--- config.mk ---
export PLATFORM = sky130hd
export DESIGN_NAME = uart_cmd_slave
export DESIGN_NICKNAME = d
export VERILOG_FILES = /design/src/rtl/dso_uart_pkg.sv /design/src/rtl/uart_byte_tx.sv /design/src/rtl/uart_cmd_slave.sv
export SDC_FILE = /design/constraint.sdc
export NUM_CORES = 1
export LEC_CHECK = 0
export CORE_ASPECT_RATIO = 2
export CORE_MARGIN = 2
export CORE_UTILIZATION = 50
export CTS_CLUSTER_DIAMETER = 200
export DETAILED_ROUTE_END_ITERATION = 16
export PLACE_DENSITY = 0.8
export SLEW_MARGIN = 20
export SYNTH_ARGS = -nofsm -noshare
export SYNTH_HDL_FRONTEND = slang
export SYNTH_SLANG_ARGS = --single-unit
--- constraint.sdc ---
create_clock -name clk -period 2.6 [get_ports clk]
set_clock_uncertainty 0.1 [all_clocks]
set_input_delay 0.65 -clock clk [delete_from_list [all_inputs] [get_ports clk]]
set_output_delay 0.65 -clock clk [all_outputs]
set_load 0.02 [all_outputs]
--- src/rtl/dso_uart_pkg.sv ---
// Shared definitions for the DSO host UART link: command opcodes, the ack
// byte, the default bit period and the receive/transmit state encodings.
// No ports; imported by uart_cmd_slave and uart_byte_tx.
package dso_uart_pkg;

   // Host command opcodes (first byte of every 3-byte command)
   localparam logic [7:0] DUMP_CH  = 8'h01;
   localparam logic [7:0] CFG_GAIN = 8'h02;
   localparam logic [7:0] TRIG_LVL = 8'h03;
   localparam logic [7:0] TRIG_POS = 8'h04;
   localparam logic [7:0] SET_DEC  = 8'h05;
   localparam logic [7:0] TRIG_CFG = 8'h06;
   localparam logic [7:0] TRIG_RD  = 8'h07;
   localparam logic [7:0] EEP_WRT  = 8'h08;
   localparam logic [7:0] EEP_RD   = 8'h09;

   // Positive acknowledge returned to the host
   localparam logic [7:0] ACK = 8'hA5;

   // clk cycles per UART bit
   localparam int unsigned BAUD_DIV_DEFAULT = 108;

   typedef enum logic [1:0] {RX_IDLE, RX_START, RX_DATA, RX_STOP} rx_state_t;
   typedef enum logic [1:0] {TX_IDLE, TX_START, TX_DATA, TX_STOP} tx_state_t;

endpackage

--- src/rtl/uart_byte_tx.sv ---
// Single-byte UART transmitter: 1 start bit, 8 data bits LSB first, 1 stop bit.
// Ports: clk, rst (sync, active-high); start/data request a frame (ignored while
// busy); tx serial line (idle high); busy while framing; done pulses after stop.
module uart_byte_tx
   import dso_uart_pkg::*;
#(
   parameter int unsigned BAUD_DIV = BAUD_DIV_DEFAULT
)(
   input  logic       clk,
   input  logic       rst,
   input  logic       start,
   input  logic [7:0] data,
   output logic       tx,
   output logic       busy,
   output logic       done
);

   localparam int unsigned   CW       = $clog2(BAUD_DIV);
   localparam logic [CW-1:0] BIT_LAST = CW'(BAUD_DIV - 1);

   tx_state_t     state_q, state_d;
   logic [CW-1:0] cnt_q, cnt_d;
   logic [2:0]    bit_q, bit_d;
   logic [7:0]    shreg_q, shreg_d;
   logic          tx_q, tx_d;
   logic          busy_q, busy_d;
   logic          done_q, done_d;

   always_ff @(posedge clk) begin
      if (rst) begin
         state_q <= TX_IDLE;
         cnt_q   <= '0;
         bit_q   <= '0;
         shreg_q <= '0;
         tx_q    <= 1'b1;
         busy_q  <= 1'b0;
         done_q  <= 1'b0;
      end else begin
         state_q <= state_d;
         cnt_q   <= cnt_d;
         bit_q   <= bit_d;
         shreg_q <= shreg_d;
         tx_q    <= tx_d;
         busy_q  <= busy_d;
         done_q  <= done_d;
      end
   end

   // The line value for the next bit is loaded at each bit boundary so that tx
   // is always a flop output and every bit lasts exactly BAUD_DIV cycles.
   always_comb begin
      state_d = state_q;
      cnt_d   = cnt_q;
      bit_d   = bit_q;
      shreg_d = shreg_q;
      tx_d    = tx_q;
      busy_d  = busy_q;
      done_d  = 1'b0;
      case (state_q)
         TX_IDLE: begin
            if (start) begin
               shreg_d = data;
               tx_d    = 1'b0;
               busy_d  = 1'b1;
               cnt_d   = '0;
               state_d = TX_START;
            end
         end
         TX_START: begin
            if (cnt_q == BIT_LAST) begin
               cnt_d   = '0;
               bit_d   = '0;
               tx_d    = shreg_q[0];
               state_d = TX_DATA;
            end else begin
               cnt_d = cnt_q + CW'(1);
            end
         end
         TX_DATA: begin
            if (cnt_q == BIT_LAST) begin
               cnt_d = '0;
               if (bit_q == 3'd7) begin
                  tx_d    = 1'b1;
                  state_d = TX_STOP;
               end else begin
                  bit_d   = bit_q + 3'd1;
                  shreg_d = {1'b0, shreg_q[7:1]};
                  tx_d    = shreg_q[1];
               end
            end else begin
               cnt_d = cnt_q + CW'(1);
            end
         end
         TX_STOP: begin
            if (cnt_q == BIT_LAST) begin
               cnt_d   = '0;
               busy_d  = 1'b0;
               done_d  = 1'b1;
               state_d = TX_IDLE;
            end else begin
               cnt_d = cnt_q + CW'(1);
            end
         end
         default: ;
      endcase
   end

   assign tx   = tx_q;
   assign busy = busy_q;
   assign done = done_q;

endmodule

--- src/rtl/uart_cmd_slave.sv ---
// Device-side UART endpoint: assembles 3-byte host commands into cmd and sends
// single-byte responses. Ports: clk, rst (sync, active-high); RX/TX serial;
// cmd/cmd_rdy/clr_cmd_rdy command handoff; resp/send_resp/tx_busy/resp_sent
// response path; frame_err pulses on a low stop bit.
module uart_cmd_slave
   import dso_uart_pkg::*;
#(
   parameter int unsigned BAUD_DIV      = BAUD_DIV_DEFAULT,
   parameter int unsigned TIMEOUT_BAUDS = 32
)(
   input  logic        clk,
   input  logic        rst,
   input  logic        RX,
   output logic        TX,
   output logic [23:0] cmd,
   output logic        cmd_rdy,
   input  logic        clr_cmd_rdy,
   input  logic [7:0]  resp,
   input  logic        send_resp,
   output logic        tx_busy,
   output logic        resp_sent,
   output logic        frame_err
);

   localparam int unsigned   CW        = $clog2(BAUD_DIV);
   localparam int unsigned   TO_CYCLES = TIMEOUT_BAUDS * BAUD_DIV;
   localparam int unsigned   TW        = $clog2(TO_CYCLES + 1);
   localparam logic [CW-1:0] BIT_LAST  = CW'(BAUD_DIV - 1);
   localparam logic [CW-1:0] HALF_LAST = CW'(BAUD_DIV / 2 - 1);
   localparam logic [TW-1:0] TO_LAST   = TW'(TO_CYCLES - 1);

   // ---------------- RX synchronizer and edge detect ----------------
   logic rx_s1, rx_sync, rx_prev;

   always_ff @(posedge clk) begin
      if (rst) begin
         rx_s1   <= 1'b1;
         rx_sync <= 1'b1;
         rx_prev <= 1'b1;
      end else begin
         rx_s1   <= RX;
         rx_sync <= rx_s1;
         rx_prev <= rx_sync;
      end
   end

   // ---------------- receiver, assembler, timeout ----------------
   rx_state_t     rx_state_q, rx_state_d;
   logic [CW-1:0] rx_cnt_q, rx_cnt_d;
   logic [2:0]    rx_bit_q, rx_bit_d;
   logic [7:0]    rx_shreg_q, rx_shreg_d;
   logic          frame_err_q, frame_err_d;
   logic [23:0]   cmd_q, cmd_d;
   logic          cmd_rdy_q, cmd_rdy_d;
   logic [1:0]    byte_cnt_q, byte_cnt_d;
   logic [TW-1:0] idle_cnt_q, idle_cnt_d;
   logic          byte_vld, stop_bad;

   always_ff @(posedge clk) begin
      if (rst) begin
         rx_state_q  <= RX_IDLE;
         rx_cnt_q    <= '0;
         rx_bit_q    <= '0;
         rx_shreg_q  <= '0;
         frame_err_q <= 1'b0;
         cmd_q       <= '0;
         cmd_rdy_q   <= 1'b0;
         byte_cnt_q  <= '0;
         idle_cnt_q  <= '0;
      end else begin
         rx_state_q  <= rx_state_d;
         rx_cnt_q    <= rx_cnt_d;
         rx_bit_q    <= rx_bit_d;
         rx_shreg_q  <= rx_shreg_d;
         frame_err_q <= frame_err_d;
         cmd_q       <= cmd_d;
         cmd_rdy_q   <= cmd_rdy_d;
         byte_cnt_q  <= byte_cnt_d;
         idle_cnt_q  <= idle_cnt_d;
      end
   end

   always_comb begin
      rx_state_d  = rx_state_q;
      rx_cnt_d    = rx_cnt_q;
      rx_bit_d    = rx_bit_q;
      rx_shreg_d  = rx_shreg_q;
      frame_err_d = 1'b0;
      cmd_d       = cmd_q;
      cmd_rdy_d   = cmd_rdy_q & ~clr_cmd_rdy;
      byte_cnt_d  = byte_cnt_q;
      idle_cnt_d  = '0;
      byte_vld    = 1'b0;
      stop_bad    = 1'b0;

      // Receiver: every decision is taken when the counter reaches the middle
      // of the current bit, so the stop decision lands half-way into the stop bit.
      case (rx_state_q)
         RX_IDLE: begin
            if (rx_prev && !rx_sync) begin
               rx_cnt_d   = '0;
               rx_state_d = RX_START;
            end
         end
         RX_START: begin
            if (rx_cnt_q == HALF_LAST) begin
               rx_cnt_d = '0;
               rx_bit_d = '0;
               // Line already back high at mid-start: treat as a glitch.
               rx_state_d = rx_sync ? RX_IDLE : RX_DATA;
            end else begin
               rx_cnt_d = rx_cnt_q + CW'(1);
            end
         end
         RX_DATA: begin
            if (rx_cnt_q == BIT_LAST) begin
               rx_cnt_d   = '0;
               rx_shreg_d = {rx_sync, rx_shreg_q[7:1]};
               if (rx_bit_q == 3'd7) rx_state_d = RX_STOP;
               else                  rx_bit_d   = rx_bit_q + 3'd1;
            end else begin
               rx_cnt_d = rx_cnt_q + CW'(1);
            end
         end
         RX_STOP: begin
            if (rx_cnt_q == BIT_LAST) begin
               rx_cnt_d   = '0;
               rx_state_d = RX_IDLE;
               byte_vld   = rx_sync;
               stop_bad   = ~rx_sync;
            end else begin
               rx_cnt_d = rx_cnt_q + CW'(1);
            end
         end
         default: ;
      endcase

      // Assembler. Completion is applied after the clear so that a clear in the
      // completion cycle loses; bytes are dropped while a command is pending.
      if (stop_bad) begin
         frame_err_d = 1'b1;
         byte_cnt_d  = '0;
      end else if (byte_vld && !cmd_rdy_q) begin
         case (byte_cnt_q)
            2'd0: begin
               cmd_d[23:16] = rx_shreg_q;
               byte_cnt_d   = 2'd1;
            end
            2'd1: begin
               cmd_d[15:8] = rx_shreg_q;
               byte_cnt_d  = 2'd2;
            end
            default: begin
               cmd_d[7:0] = rx_shreg_q;
               cmd_rdy_d  = 1'b1;
               byte_cnt_d = 2'd0;
            end
         endcase
      end

      // Inter-byte timeout: only a partially received command is aged.
      if (rx_state_q == RX_IDLE && byte_cnt_q != 2'd0) begin
         if (idle_cnt_q == TO_LAST) byte_cnt_d = 2'd0;
         else                       idle_cnt_d = idle_cnt_q + TW'(1);
      end
   end

   assign cmd       = cmd_q;
   assign cmd_rdy   = cmd_rdy_q;
   assign frame_err = frame_err_q;

   // ---------------- transmitter ----------------
   uart_byte_tx #(.BAUD_DIV(BAUD_DIV)) u_tx (
      .clk   (clk),
      .rst   (rst),
      .start (send_resp),
      .data  (resp),
      .tx    (TX),
      .busy  (tx_busy),
      .done  (resp_sent)
   );

endmodule

==> results.toml, run 1 <==
[power_and_ir_drop]
p_per_area_mw_per_mm2 = 716
power_leakage_nw = 1.81
ir_drop_mv = 0.697

[route]
vias = 3418
drt_iter0_markers = 131
ant_nets = 0
avgRoutedWirePerCell_um = 15.3
dr.pass1.iters = 4
via_per_inst = 5.81
drc = 0
wirelength_mm = 8.99

[floorplan]
fp.coreArea_mm2 = 0.00817
num_io_pins = 42
die_w_um = 68.3
start_util = 0.506
std_cell_rows = 47
dieArea_mm2 = 0.00906
die_height_um = 133

[setup_path]
worst_setup_path_end_kind = "flip-flop"
required_ps = 2730
crit_fanout = 15
cp.arrival_ps = 2260
startpoint_type = "flip-flop"
crit_type = "flip-flop to flip-flop"

[yosys]
synth_compound_area_frac = 0.145
avgSynthCellArea_um2 = 9.17
yosys_register_bits = 86
synth_top_area_cell = "dfxtp_1"
syn_area_mm2 = 0.00413
ys_seq_area_frac = 0.416
synth_edf_count = 0
yosys-mux-area-fraction = 0.0993
yosysTopAreaCellShare = 0.416
synth_commonest_cells = "dfxtp_1, nor2_1, nand2b_1, mux2i_1, a21oi_1"
synth_ff_type = "dfxtp_1"
synth.distinct_cells = 55
async_reset_ff_frac = 0
yosys.area_share.simple = 0.243
synth_top_family_by_area = "simple AND/OR/NAND/NOR gates"
synthAdderAreaFrac = 0.0363
syn_nets = 476
netlist_instances = 451
yosysMostFrequentCell = "dfxtp_1"
yosysWarnings = 0
synthTopCellsByArea = "dfxtp_1, mux2i_1, nand2b_1, nor2_1, ha_1"
synth_xor_area_frac = 0.0191

[placement]
io_buffers = 41
dpl_worst_slack_ps = 246
gp_congestion = 0.888
place_inst = 572
hpwl_mm = 6.45

[clock_network]
h-tree-depth = 3
cts_root_buf = "clkbuf_16"
clk_latency_ps = 330
cts_tree = "done"
post-cts-setup-buffer-count = 0
ctsResizeCount = 0
cts_buffers = 9
cts.sink_count = 86
clk_pin_slew_ps = 60
cts.path.max_buffers = 2
cts.hold.buffers_added = 0

[sta]
worst_pin_slew_ps = 682
setup_slack_ps = 474
clock.fmax_mhz = 470
hold_viol = 0
setup_viol = 0
min_period_ps = 2130
slew_viol_final = 0
min_period_over_period = 0.818
relSlewSlack = 0.541
rsz0062_at_grt = "false"
setup_tns_ps = 0

[flow_run]
cap_violations = 0

[global_route]
antenna_found_initial = 0
overflow = 0
grt_start_max_net_pins = 46
grt_pass1_wl_mm = 15.3
grt_use_total = 0.216
grt_pass1_vias = 3391

[layout]
num_antenna_cells = 0
area_growth_pct = 19.0
num-fill-cells = 685
seq_area_mm2 = 0.00172
multi_input_area_mm2 = 0.00224
drive_above_1_share = 0.0816
fin_cells = 588
final_nets = 510

[status]
status = "complete, no violations"

[worst_hold_path]
hp-class = "flip-flop to flip-flop"
-- metrics by stage --
stage / utilization / hold WS [ps] / total power [mW] / cell area (um2)
after floorplan: - / 289 / 2.02 / 4130
after global placement: 0.563 / 304 / 2.17 / 4600
after detailed placement: 0.563 / 304 / 2.20 / 4600
after CTS: 0.602 / 317 / 3.53 / 4920
after global routing: 0.602 / 355 / 3.69 / 4920
final: 0.602 / 323 / 3.52 / 4920
-- cell families (layout without fill, tap and decap cells) --
group	after synthesis	in the layout
and+or+nand+nor	177	177
muxes	41	41
xor gates and xnor gates	9	9
adders and majority gates	12	12
buffers and inverters	40	79
AOI/OAI and AO/OA	86	86
DFF	86	86
-- layout by cell type, fill, tap and decap left out, types with 7 or more instances in the layout --
| cell type | n |
|---|---|
| o21ai_0 | 14 |
| dfxtp_1 | 86 |
| inv_1 | 15 |
| a21oi_1 | 24 |
| xnor2_1 | 7 |
| ha_1 | 12 |
| nand3_1 | 18 |
| nor3_1 | 10 |
| buf_4 | 7 |
| nand2b_1 | 43 |
| mux2i_1 | 41 |
| nand2_1 | 20 |
| a311oi_1 | 10 |
| clkdlybuf4s50_1 | 40 |
| clkbuf_16 | 9 |
| nor2_1 | 45 |
-- path summary, 6_finish.rpt --
| kind | startpoint | to | slack (ps) | cells after the start |
|---|---|---|---|---|
| setup / recovery | u_tx.bit_q[0] | u_tx.shreg_q[4] | 470 | 5 |
| hold / removal | rx_s1 | rx_sync | 320 | 1 |
| setup reg to reg | u_tx.bit_q[0] | u_tx.shreg_q[4] | 470 | 5 |
| hold reg to reg | rx_s1 | rx_sync | 320 | 1 |
-- layer usage --
metal  vias up  wire (um)  global-route usage
met2        75       5110               0.396
met3        19        235              0.0459
met5         -          0                   0
li1       1679          -                   -
met1      1645       3480               0.227
met4         0        165              0.0811
-- power breakdown --
part	internal, mW	total, mW	switching (mW)
sequential	1.42	1.48	0.0686
combinational	0.289	0.702	0.413
clock	0.805	1.33	0.528
-- flip-flops by register name, summed over array words and instances (netlist names), named ones only --
| register | cells |
|---|---|
| byte_cnt_q | 2 |
| cmd | 24 |
| cmd_rdy | 1 |
| frame_err | 1 |
| idle_cnt_q | 12 |
| rx_bit_q | 3 |
| rx_cnt_q | 7 |
| rx_prev | 1 |
| rx_s1 | 1 |
| rx_shreg_q | 8 |
| rx_state_q | 1 |
| rx_sync | 1 |
| u_tx.bit_q | 3 |
| u_tx.busy | 1 |
| u_tx.cnt_q | 7 |
| u_tx.done | 1 |
| u_tx.shreg_q | 8 |
| u_tx.state_q | 2 |
| u_tx.tx | 1 |
-- layout make-up --
cell class / count / area share
Tap cell: 98 / 0.0249
Inverter: 15 / 0.0114
Sequential cell: 86 / 0.350
Clock inverter: 5 / 0.0130
Clock buffer: 11 / 0.0514
Multi-Input combinational cell: 325 / 0.456
Timing Repair Buffer: 48 / 0.0931
-- critical path, cell delays in order, from the launching register on --
cell and delay (ps):
dfxtp_1 320, ha_1 200, ha_1 330, o31ai_4 620, a21oi_1 160, a311oi_1 290
Note: power is estimated with default switching activity, not from simulation.
==> run 2, diff against run 1 <==
- PLACE_DENSITY: 0.8 -> 0.82
- clock period: 2.6 -> 1.8 ns (I/O delays scaled with it)
==> results.toml, run 2 (same netlist as run 1, synthesis figures left out) <==
[setup_path]
required_ps = 1920
cp_slowest_stage_delay_ps = 340
critPathLaunch = "rx_cnt_q[2]"
path_cells = "nand4bb_4 -> nor4_4 -> buf_4 -> nand3b_1 -> mux2i_1"
crit_fanout = 6
cp.arrival_ps = 1850
worst_setup_path_end_kind = "flip-flop"
slowest_stage = "dfxtp_2"
crit-reg2reg-launch = "rx_cnt_q[2]"
crit_type = "flip-flop to flip-flop"
startpoint_type = "flip-flop"

[sta]
min_period_ps = 1730
clock.fmax_mhz = 577
setup_viol = 0
rsz0062_at_grt = "true"
relSlewSlack = 0.684
slew_viol_final = 0
hold_viol = 0
setup_slack_ps = 65.4
worst_pin_slew_ps = 469
setup_tns_ps = 0
min_period_over_period = 0.964

[layout]
fin_cells = 623
area_growth_pct = 26.7
final_cell_mix = "dfxtp_1, nand2b_1, nor2_1"
final_nets = 545
final_common_cell = "dfxtp_1"
largest_reg_flops = 24
num_antenna_cells = 0
drive_above_1_share = 0.170
post-route-util = 0.641
num-fill-cells = 652

[power_and_ir_drop]
ir_drop_mv = 0.859
power_leakage_nw = 2.16
p_per_area_mw_per_mm2 = 1050
p_total_mw = 5.47

[route]
avgRoutedWirePerCell_um = 15.5
dr.pass1.iters = 5
ant_nets = 0
via_per_inst = 5.75
wirelength_mm = 9.67
drt_iter0_markers = 165
vias = 3580
drc = 0

[clock_network]
clk_latency_ps = 340
cts.path.max_buffers = 2
cts_buffers = 9
cts_root_buf = "clkbuf_16"
cts.sink_count = 86
cts_tree = "done"
h-tree-depth = 3
clk_pin_slew_ps = 60
cts.hold.buffers_added = 0

[status]
status = "complete, no violations"

[floorplan]
die_w_um = 68.3
dieArea_mm2 = 0.00906
fp.coreArea_mm2 = 0.00817
num_io_pins = 42
die_height_um = 133
start_util = 0.506
std_cell_rows = 47

[global_route]
grt_pass1_vias = 3525
grt_use_total = 0.226
grt_pass1_wl_mm = 15.8
grt_start_max_net_pins = 87
overflow = 0
antenna_found_initial = 0

[placement]
hpwl_mm = 6.84
gp_congestion = 0.916
io_buffers = 41
place_inst = 601
dpl_worst_slack_ps = -355

[worst_hold_path]
hp-start = "rx_s1"
hp-class = "flip-flop to flip-flop"

[flow_run]
cap_violations = 0
[run 2: cell types whose count changed in the layout (fill, tap and decap cells not counted), moves of 3 or more]
cell             previous run  this run
buf_12                      0         3
dlygate4sd2_1               0        28
ha_2                        0         3
clkdlybuf4s50_1            40        11
ha_1                       12         9
buf_4                       7        38
nor2_1                     45        42
[run 2: metal layers]
layer | vias to the layer above | global-route usage | share of wire
met3 | 21 | 0.0536 | 0.030
met1 | 1728 | 0.220 | 0.36
li1 | 1748 | - | -
met2 | 83 | 0.428 | 0.58
met5 | - | 0 | 0
met4 | 0 | 0.0856 | 0.025
[run 2: metrics by stage]
stage	instance area [um2]	hold slack (ps)
6_report	5240	308
4_1_cts	5150	308
3_5_place_dp	4860	293
5_1_grt	5240	328
2_1_floorplan	4140	289
3_3_place_gp	4860	300
[run 2: critical path, delay by kind of cell, from the launching register on]
family | cells | cell delay [ps]
flops | 1 | 340
mux | 1 | 180
simple gates | 3 | 810
buf+inv | 1 | 180
[run 2: area by class of cell]
cell class                      instances  area (um2)  share of cell area
Sequential cell                        86        1720               0.329
Multi-Input combinational cell        325        2300               0.439
Clock inverter                          6        75.1              0.0143
Tap cell                               98         123              0.0234
Inverter                               15        56.3              0.0108
Timing Repair Buffer                   83         723               0.138
Clock buffer                           10         239              0.0456
[run 2: path summary, 6_finish.rpt]
path	slack, ps	cells after the start	end
max	70	5	cmd[15]
max reg2reg	70	5	cmd[15]
min	310	1	rx_sync
min reg2reg	310	1	rx_sync
[run 2: repair_timing]
action / in CTS / in global routing
setup buffers: 0 / 6
setup endpoints to repair: 56 / 46
gates cloned: 0 / 0
pin swaps: 1 / 5
gates resized for setup: 32 / 16
[run 2: report_power, final]
part / leakage [nW] / total, mW / internal (mW) / switching, mW
registers: 0.697 / 2.13 / 2.05 / 0.0860
clock network: 0.157 / 1.94 / 1.14 / 0.800
logic: 1.31 / 1.40 / 0.667 / 0.735
==> run 3, diff against run 2 <==
- CORE_MARGIN: 2 -> 1
==> results.toml, run 3 (same netlist as run 1, synthesis figures left out) <==
[sta]
worst_pin_slew_ps = 438
min_period_ps = 1730
setup_viol = 0
hold_viol = 0
relSlewSlack = 0.705
holdWs_ps = 324
clock.fmax_mhz = 578
slew_viol_final = 0
rsz0062_at_grt = "true"
min_period_over_period = 0.961

[flow_run]
cap_violations = 0

[floorplan]
std_cell_rows = 46
die_w_um = 66.3
dieArea_mm2 = 0.00866
start_util = 0.520
num_io_pins = 42
fp.coreArea_mm2 = 0.00794
die_height_um = 131

[route]
ant_nets = 0
avgRoutedWirePerCell_um = 15.0
drt_iter0_markers = 179
drc = 0
vias = 3590
wirelength_mm = 9.31
via_per_inst = 5.79
dr.pass1.iters = 4

[clock_network]
cts_root_buf = "clkbuf_16"
clk_latency_ps = 340
clk_pin_slew_ps = 70
cts.path.max_buffers = 2
cts_tree = "done"
cts.sink_count = 86
cts_buffers = 9
h-tree-depth = 3

[layout]
post-route-util = 0.659
design_area_mm2 = 0.00524
final_nets = 544
fin_cells = 620
area_growth_pct = 26.7
final_common_cell = "dfxtp_1"
final_cell_mix = "dfxtp_1, nand2b_1, mux2i_1, nor2_1, buf_4"
drive_above_1_share = 0.172
num_antenna_cells = 0
largest_reg_flops = 24

[placement]
dpl_cell_area_mm2 = 0.00487
io_buffers = 41
hpwl_mm = 6.57
gp_congestion = 0.871
place_inst = 602

[global_route]
grt_pass1_wl_mm = 15.2
grt_start_max_net_pins = 87
grt_pass1_vias = 3476
antenna_found_initial = 0
overflow = 0
grt_use_total = 0.227

[power_and_ir_drop]
power_leakage_nw = 2.15
p_per_area_mw_per_mm2 = 1030
ir_drop_mv = 0.705
p_total_mw = 5.40

[worst_hold_path]
hp-class = "flip-flop to flip-flop"
holdPathStages = 1
hp-start = "rx_s1"

[setup_path]
critPathLaunch = "rx_cnt_q[0]"
startpoint_type = "flip-flop"
cp_slowest_stage_delay_ps = 380
crit_type = "flip-flop to flip-flop"
slowest_stage = "or3_1"
required_ps = 1920
crit_fanout = 8
crit-reg2reg-launch = "rx_cnt_q[0]"
cp.arrival_ps = 1850
worst_setup_path_end_kind = "flip-flop"
path_cells = "ha_4 -> nand2_2 -> buf_4 -> or3_1 -> buf_6 -> mux2i_1 -> nor2_1"
ff2ff_path_depth = 7

[status]
status = "complete, no violations"
==> run 3: cell types whose count changed in the layout (fill, tap and decap cells not counted), sizes merged <==
cell    delta
clkinv     +1
buf        -2
clkbuf     -1
nor2       +1
==> run 3: power by group <==
part	leakage, nW	internal [mW]	total [mW]	switching (mW)
Sequential	0.698	2.05	2.14	0.0962
Clock	0.154	1.11	1.94	0.826
Combinational	1.30	0.612	1.32	0.707
==> run 3: critical path, delay by kind of cell, from the launching register on <==
family,cells,cell delay (ps)
AND/OR/NAND/NOR,3,520
adder cells (fa/ha/maj),1,140
buffers and inverters,2,310
multiplexers,1,190
flip-flops,1,360
==> run 3: metrics by stage <==
stage | TNS [ps] | worst slack (ps)
2_1_floorplan | 0 | 2.00
3_3_place_gp | -2360 | -231
3_5_place_dp | -2890 | -325
4_1_cts | 0 | 4.39
5_1_grt | -81.1 | -35.9
6_report | 0 | 70.4
==> run 3: path summary, 6_finish.rpt <==
| kind | end | slack, ps |
|---|---|---|
| max | rx_shreg_q[0] | 70 |
| min | rx_sync | 320 |
| max reg2reg | rx_shreg_q[0] | 70 |
| min reg2reg | rx_sync | 320 |
==> run 3: repair_timing <==
item | CTS | global route
resized for setup | 30 | 23
pin swaps | 0 | 6
setup buffers | 0 | 1
hold buffers | 0 | 0
endpoints found under the setup margin | 37 | 47
cloned | 0 | 1
==> run 3: cell type report <==
type | instances | area, um2
Clock inverter | 7 | 87.6
Inverter | 15 | 56.3
Tap cell | 96 | 120
Timing Repair Buffer | 81 | 702
Fill cell | 625 | 2710
Sequential cell | 86 | 1730
Clock buffer | 9 | 225
Multi-Input combinational cell | 326 | 2320
==> run 3: routing by layer <==
metal | routed length (um) | GRT usage | vias to the layer above
met3 | 247 | 0.0417 | 16
met5 | 0 | 0 | -
met2 | 5340 | 0.426 | 78
met1 | 3570 | 0.232 | 1745
li1 | - | - | 1751
met4 | 157 | 0.114 | 0
